<file path="src/rtl/memory_access.sv">
// ============================================================================
//  memory_access : pipeline memory stage; issues aligned loads/stores on a
//  request/response data bus and holds the result for writeback.
//  Rev 1.0
// ============================================================================
`default_nettype none

module memory_access (
  input  logic        clk,
  input  logic        reset,

  input  logic        e_valid,
  output logic        e_ready,
  input  logic [63:0] e_pc,
  input  logic [31:0] e_instr,
  input  logic [63:0] e_alu_out,
  input  logic [63:0] e_wdata,
  input  logic        e_memread,
  input  logic        e_memwrite,
  input  logic [1:0]  e_msize,
  input  logic        e_unsigned,
  input  logic [4:0]  e_dst,
  input  logic        e_regwrite,

  output logic        dreq_valid,
  output logic        dreq_write,
  output logic [63:0] dreq_addr,
  output logic [63:0] dreq_wdata,
  output logic [7:0]  dreq_strobe,
  input  logic        dresp_valid,
  input  logic [63:0] dresp_data,

  output logic        m_valid,
  input  logic        m_ready,
  output logic [63:0] m_pc,
  output logic [31:0] m_instr,
  output logic [63:0] m_result,
  output logic [4:0]  m_dst,
  output logic        m_regwrite,
  output logic        m_misalign
);

  typedef enum logic [0:0] {
    S_IDLE = 1'b0,
    S_REQ  = 1'b1
  } state_e;

  state_e      state_q, state_d;

  // Fields of the in-flight memory transaction
  logic [63:0] addr_q,     addr_d;
  logic [63:0] wdata_q,    wdata_d;
  logic [7:0]  strobe_q,   strobe_d;
  logic        write_q,    write_d;
  logic [1:0]  msize_q,    msize_d;
  logic        unsigned_q, unsigned_d;
  logic [63:0] pc_q,       pc_d;
  logic [31:0] instr_q,    instr_d;
  logic [4:0]  dst_q,      dst_d;
  logic        regwrite_q, regwrite_d;

  // Output register towards writeback
  logic        m_valid_q,    m_valid_d;
  logic [63:0] m_pc_q,       m_pc_d;
  logic [31:0] m_instr_q,    m_instr_d;
  logic [63:0] m_result_q,   m_result_d;
  logic [4:0]  m_dst_q,      m_dst_d;
  logic        m_regwrite_q, m_regwrite_d;
  logic        m_misalign_q, m_misalign_d;

  logic        w_accept;
  logic        w_is_mem;
  logic [2:0]  w_align_mask;
  logic        w_aligned;
  logic [7:0]  w_strobe_base;
  logic [7:0]  w_strobe;
  logic [63:0] w_wdata_shifted;
  logic [63:0] w_rdata_shifted;
  logic [63:0] w_load_value;

  assign e_ready  = (state_q == S_IDLE) && (!m_valid_q || m_ready);
  assign w_accept = e_valid && e_ready;
  assign w_is_mem = e_memread || e_memwrite;

  always_comb begin
    w_align_mask  = 3'b000;
    w_strobe_base = 8'h01;
    case (e_msize)
      2'd0: begin w_align_mask = 3'b000; w_strobe_base = 8'h01; end
      2'd1: begin w_align_mask = 3'b001; w_strobe_base = 8'h03; end
      2'd2: begin w_align_mask = 3'b011; w_strobe_base = 8'h0F; end
      default: begin w_align_mask = 3'b111; w_strobe_base = 8'hFF; end
    endcase
  end

  assign w_aligned       = ((e_alu_out[2:0] & w_align_mask) == 3'b000);
  assign w_strobe        = w_strobe_base << e_alu_out[2:0];
  assign w_wdata_shifted = e_wdata << {e_alu_out[2:0], 3'b000};

  // Read data arrives as a full dword; move the addressed lane down to bit 0.
  assign w_rdata_shifted = dresp_data >> {addr_q[2:0], 3'b000};

  always_comb begin
    w_load_value = w_rdata_shifted;
    case (msize_q)
      2'd0: w_load_value = unsigned_q ? {56'd0, w_rdata_shifted[7:0]}
                                      : {{56{w_rdata_shifted[7]}}, w_rdata_shifted[7:0]};
      2'd1: w_load_value = unsigned_q ? {48'd0, w_rdata_shifted[15:0]}
                                      : {{48{w_rdata_shifted[15]}}, w_rdata_shifted[15:0]};
      2'd2: w_load_value = unsigned_q ? {32'd0, w_rdata_shifted[31:0]}
                                      : {{32{w_rdata_shifted[31]}}, w_rdata_shifted[31:0]};
      default: w_load_value = w_rdata_shifted;
    endcase
  end

  always_comb begin
    state_d      = state_q;
    addr_d       = addr_q;
    wdata_d      = wdata_q;
    strobe_d     = strobe_q;
    write_d      = write_q;
    msize_d      = msize_q;
    unsigned_d   = unsigned_q;
    pc_d         = pc_q;
    instr_d      = instr_q;
    dst_d        = dst_q;
    regwrite_d   = regwrite_q;
    m_valid_d    = m_valid_q && !m_ready;
    m_pc_d       = m_pc_q;
    m_instr_d    = m_instr_q;
    m_result_d   = m_result_q;
    m_dst_d      = m_dst_q;
    m_regwrite_d = m_regwrite_q;
    m_misalign_d = m_misalign_q;

    case (state_q)
      S_IDLE: begin
        if (w_accept) begin
          if (!w_is_mem || !w_aligned) begin
            // Non-memory ops and misaligned accesses complete without the bus
            m_valid_d    = 1'b1;
            m_pc_d       = e_pc;
            m_instr_d    = e_instr;
            m_result_d   = e_alu_out;
            m_dst_d      = e_dst;
            m_regwrite_d = w_is_mem ? 1'b0 : e_regwrite;
            m_misalign_d = w_is_mem;
          end else begin
            state_d    = S_REQ;
            addr_d     = e_alu_out;
            wdata_d    = w_wdata_shifted;
            strobe_d   = w_strobe;
            write_d    = e_memwrite;
            msize_d    = e_msize;
            unsigned_d = e_unsigned;
            pc_d       = e_pc;
            instr_d    = e_instr;
            dst_d      = e_dst;
            regwrite_d = e_regwrite;
          end
        end
      end
      S_REQ: begin
        if (dresp_valid) begin
          state_d      = S_IDLE;
          m_valid_d    = 1'b1;
          m_pc_d       = pc_q;
          m_instr_d    = instr_q;
          m_result_d   = write_q ? addr_q : w_load_value;
          m_dst_d      = dst_q;
          m_regwrite_d = regwrite_q;
          m_misalign_d = 1'b0;
        end
      end
      default: state_d = S_IDLE;
    endcase
  end

  always_ff @(posedge clk or negedge reset) begin
    if (!reset) begin
      state_q      <= S_IDLE;
      addr_q       <= 64'd0;
      wdata_q      <= 64'd0;
      strobe_q     <= 8'd0;
      write_q      <= 1'b0;
      msize_q      <= 2'd0;
      unsigned_q   <= 1'b0;
      pc_q         <= 64'd0;
      instr_q      <= 32'd0;
      dst_q        <= 5'd0;
      regwrite_q   <= 1'b0;
      m_valid_q    <= 1'b0;
      m_pc_q       <= 64'd0;
      m_instr_q    <= 32'd0;
      m_result_q   <= 64'd0;
      m_dst_q      <= 5'd0;
      m_regwrite_q <= 1'b0;
      m_misalign_q <= 1'b0;
    end else begin
      state_q      <= state_d;
      addr_q       <= addr_d;
      wdata_q      <= wdata_d;
      strobe_q     <= strobe_d;
      write_q      <= write_d;
      msize_q      <= msize_d;
      unsigned_q   <= unsigned_d;
      pc_q         <= pc_d;
      instr_q      <= instr_d;
      dst_q        <= dst_d;
      regwrite_q   <= regwrite_d;
      m_valid_q    <= m_valid_d;
      m_pc_q       <= m_pc_d;
      m_instr_q    <= m_instr_d;
      m_result_q   <= m_result_d;
      m_dst_q      <= m_dst_d;
      m_regwrite_q <= m_regwrite_d;
      m_misalign_q <= m_misalign_d;
    end
  end

  assign dreq_valid  = (state_q == S_REQ);
  assign dreq_write  = write_q;
  assign dreq_addr   = addr_q;
  assign dreq_wdata  = wdata_q;
  assign dreq_strobe = strobe_q;

  assign m_valid    = m_valid_q;
  assign m_pc       = m_pc_q;
  assign m_instr    = m_instr_q;
  assign m_result   = m_result_q;
  assign m_dst      = m_dst_q;
  assign m_regwrite = m_regwrite_q;
  assign m_misalign = m_misalign_q;

endmodule

`default_nettype wire

</file>
<file path="config.mk">
export PLATFORM = sky130hd
export DESIGN_NAME = memory_access
export DESIGN_NICKNAME = d
export VERILOG_FILES = /design/src/rtl/memory_access.sv
export SDC_FILE = /design/constraint.sdc
export NUM_CORES = 1
export LEC_CHECK = 0
export ABC_AREA = 0
export CAP_MARGIN = 20
export CORE_AREA = 2 2 239 241
export DETAILED_ROUTE_END_ITERATION = 16
export DIE_AREA = 0 0 241 243
export PLACE_DENSITY = 0.76
export SYNTH_ARGS = -nofsm -noshare
export SYNTH_HDL_FRONTEND = slang
export SYNTH_SLANG_ARGS = --single-unit
export TNS_END_PERCENT = 30
</file>
<file path="constraint.sdc">
create_clock -name clk -period 1.8 [get_ports clk]
set_input_delay 0.36 -clock clk [delete_from_list [all_inputs] [get_ports clk]]
set_output_delay 0.36 -clock clk [all_outputs]
set_load 0.01 [all_outputs]
</file>
==> summary.txt <==
Global routing
  – Antenna violations before repair: 15
  – Vias in the first global route: 21500
  – Largest net degree at the start of global routing: 62
  – Overflow after GRT: 0
  – Global-route wire length before repair: 131 mm
  – Gr usage total: 29.3%

Floorplan
  – Vert. Die Dim: 243 µm
  – Initial Utilization: 37.4%
  – Row count: 87
  – Die width: 241 µm
  – Io pins: 611
  – CORE AREA: 0.0560 mm²
  – DIE AREA: 0.0586 mm²

Layout
  – Final core utilization: 58.5%
  – Layout cells sized above 1: 20.5%
  – Final Net Count: 3317
  – Layout area overhead: 56.5%

Setup path
  – Reg-to-reg setup timing slack: -0.43 ns
  – CP Capture Type: flip-flop
  – CP startpoint kind: flip-flop
  – Cell family with most CP delay: buffers and inverters
  – CP Cell Sequence: buf_4, nand2b_2, o22ai_4, o41ai_4, buf_4, nor4_4, buf_12, buf_12, a221oi_4
  – Crit path buffers/inverters: 4
  – Crit path DAT: 2.69 ns
  – CP Launch Point: dreq_addr[0]
  – Worst Setup Path Type: reg2reg
  – CP required: 2.26 ns
  – CP peak stage delay: 0.50 ns
  – Worst r2r src: dreq_addr[0]
  – Crit. path cell count: 9
  – CP max FO: 10
  – Worst reg-to-reg path cell count: 9
  – Slowest-stage cell, CP: dfrtp_4

Clock tree
  – Worst-Skew Late Latency: 0.60 ns
  – Max Root-Sink Buffers: 3
  – Reg clk slew, reported paths: 0.06 ns
  – Root Buffer Master: clkbuf_16
  – CTS tree: yes
  – Clock Sinks: 411
  – Htree depth: 2
  – Total CTS buffers: 48

Pwr
  – Final Power: 43900 µW
  – VDD IR-drop max: 0.820 mV
  – Leak: 0.0158 µW
  – Pwr dens: 1340 mW/mm²

Route
  – Drt initial violations: 1806
  – Drt via density: 5.55
  – Routed Antenna Nets: 0
  – # DRC: 0
  – TritonRoute pass-1 iters: 6
  – Routed len/inst: 23.2 µm
  – Routed via count: 21200
  – Final WL: 88.5 mm

STA
  – WHS: 0.244 ns
  – Fmax: 448 MHz
  – Final Cycle Share: 124%
  – Final WS setup: -0.430 ns
  – Clock skew: 0.0270 ns
  – Worst slew pin tran: 0.737 ns
  – Minimum clock period: 2.23 ns
  – Slew Viols, Final: 0
  – Final Hold Fails: 0
  – Rel. slew slack: 50.7%
  – Final setup viols: 102
  – RSZ-0062 raised after global routing: true

Min path
  – Hold WC Path Type: in2async

Yosys
  – Synth cell types: 60
  – Post-synthesis cell count: 2203
  – Post-synthesis sequential area ratio: 49.1%
  – Post-synth top area share: 49.1%
  – Post-Synthesis Cell Area: 0.0209 mm²
  – Synth Register Bits: 411
  – Yosys warns: 0
  – Synth area leader: dfrtp_1
  – Synth Area per Inst: 9.50 µm²
  – FFs w/ async S/R, synth: 100%
  – Top post-synthesis cells by area: dfrtp_1 (49%), nand2_1 (13%), mux2i_1 (7.8%)
  – Number of enable flip-flop cells after synthesis: 0
  – Count leader, synth: nand2_1
  – Synth cell count leaders: nand2_1 (701), dfrtp_1 (411), mux2i_1 (163)
  – Top_reg_cell synth: dfrtp_1
  – Post-Syn Nets: 2507

Status
  – Outcome: finished, violations left
  – Failing checks: negative setup slack

Place
  – DP HPWL: 64.6 mm
  – Port Buf Inserts: 610
  – Gp weighted congestion: 0.994

Run
  – Number of max-cap violations: 0
-- where the power goes --
part / internal, µW / switching [µW]
Combinational: 9300 / 9700
Sequential: 12500 / 2310
Clock: 5980 / 4150
Total: 27800 / 16200
-- final cells by class --
type,count,area (µm²)
clock buffer,70,1480
clock inverter,14,166
inverter,17,63.8
sequential,411,10300
tap,756,946
fill,4631,23200
multi-input combinational,1599,10300
antenna,8,20.0
timing repair buffer,936,9440
-- sequential cells by signal, indices dropped and copies added (netlist names) --
| register | count |
|---|---|
| dreq_strobe | 8 |
| dreq_addr | 64 |
| dreq_valid | 1 |
| msize_q | 2 |
| unsigned_q | 1 |
| instr_q | 32 |
| pc_q | 64 |
| m_valid | 1 |
| m_misalign | 1 |
| m_regwrite | 1 |
| m_pc | 64 |
| dreq_wdata | 64 |
| m_result | 64 |
| dst_q | 5 |
| dreq_write | 1 |
| regwrite_q | 1 |
| m_instr | 32 |
| m_dst | 5 |
-- cell families after synthesis --
family	share of synthesized area, %
buffers and inverters	4.21
AND/OR/NAND/NOR	17.0
multiplexers	14.2
AO/OA/AOI/OAI	15.4
flip-flops	49.1
-- layout by cell type, fill, tap and decap left out, types with 9 or more instances in the layout --
| cell type | n |
|---|---|
| a211oi_2 | 16 |
| dlygate4sd2_1 | 178 |
| a21oi_1 | 38 |
| inv_1 | 13 |
| mux2_2 | 43 |
| buf_6 | 26 |
| buf_4 | 244 |
| o21a_1 | 9 |
| clkbuf_16 | 50 |
| nand3_1 | 28 |
| clkbuf_8 | 17 |
| a221oi_2 | 24 |
| o21ai_1 | 21 |
| nor2b_1 | 10 |
| nor2_1 | 92 |
| clkdlybuf4s50_1 | 333 |
| o31ai_1 | 29 |
| buf_12 | 42 |
| dlymetal6s2s_1 | 86 |
| a211oi_1 | 26 |
| o211ai_1 | 13 |
| dfrtp_1 | 404 |
| o21ai_0 | 146 |
| nand2_1 | 700 |
| mux2i_1 | 158 |
| a22oi_1 | 30 |
| buf_16 | 10 |
| mux4_2 | 34 |
| o22ai_1 | 36 |
-- final timing paths --
kind,end
worst max register to register,m_result[39]
worst max-delay path,m_result[39]
max in group asynchronous,m_result[5]
min in group clk,pc_q[44]
worst min-delay path,instr_q[28]
worst min register to register,dreq_wdata[3]
-- repair_timing --
item | in CTS | in global routing
buffers inserted | 35 | 3
resized for setup | 350 | 117
pin swaps | 25 | 11
endpoints found under the hold margin | 89 | 0
hold buffers | 1 | 0
setup endpoints to repair | 590 | 418
cloned | 9 | 1
-- stage by stage --
stage / worst slack, ns / instance area (µm²) / instances / setup TNS, ns
global route: -0.446 / 32700 / 3808 / -28.67
global placement: -0.610 / 29900 / 3675 / -179.67
detailed placement: -0.730 / 29900 / 3675 / -214.14
CTS: -0.360 / 32300 / 3800 / -28.09
finish: -0.430 / 32800 / 3811 / -21.70
floorplan: -0.0880 / 21000 / 2203 / -3.68
-- routing by layer --
metal | up-vias | share of wire [%] | global-route usage (%) | routed length, µm
met2 | 1172 | 48 | 47.7 | 42100
met1 | 10400 | 37 | 35.3 | 33000
li1 | 9347 | - | - | -
met3 | 276 | 9.7 | 8.10 | 8540
met5 | - | 0.10 | 0 | 90
met4 | 14 | 5.5 | 15.2 | 4850
(Power assumes the default switching activity.)
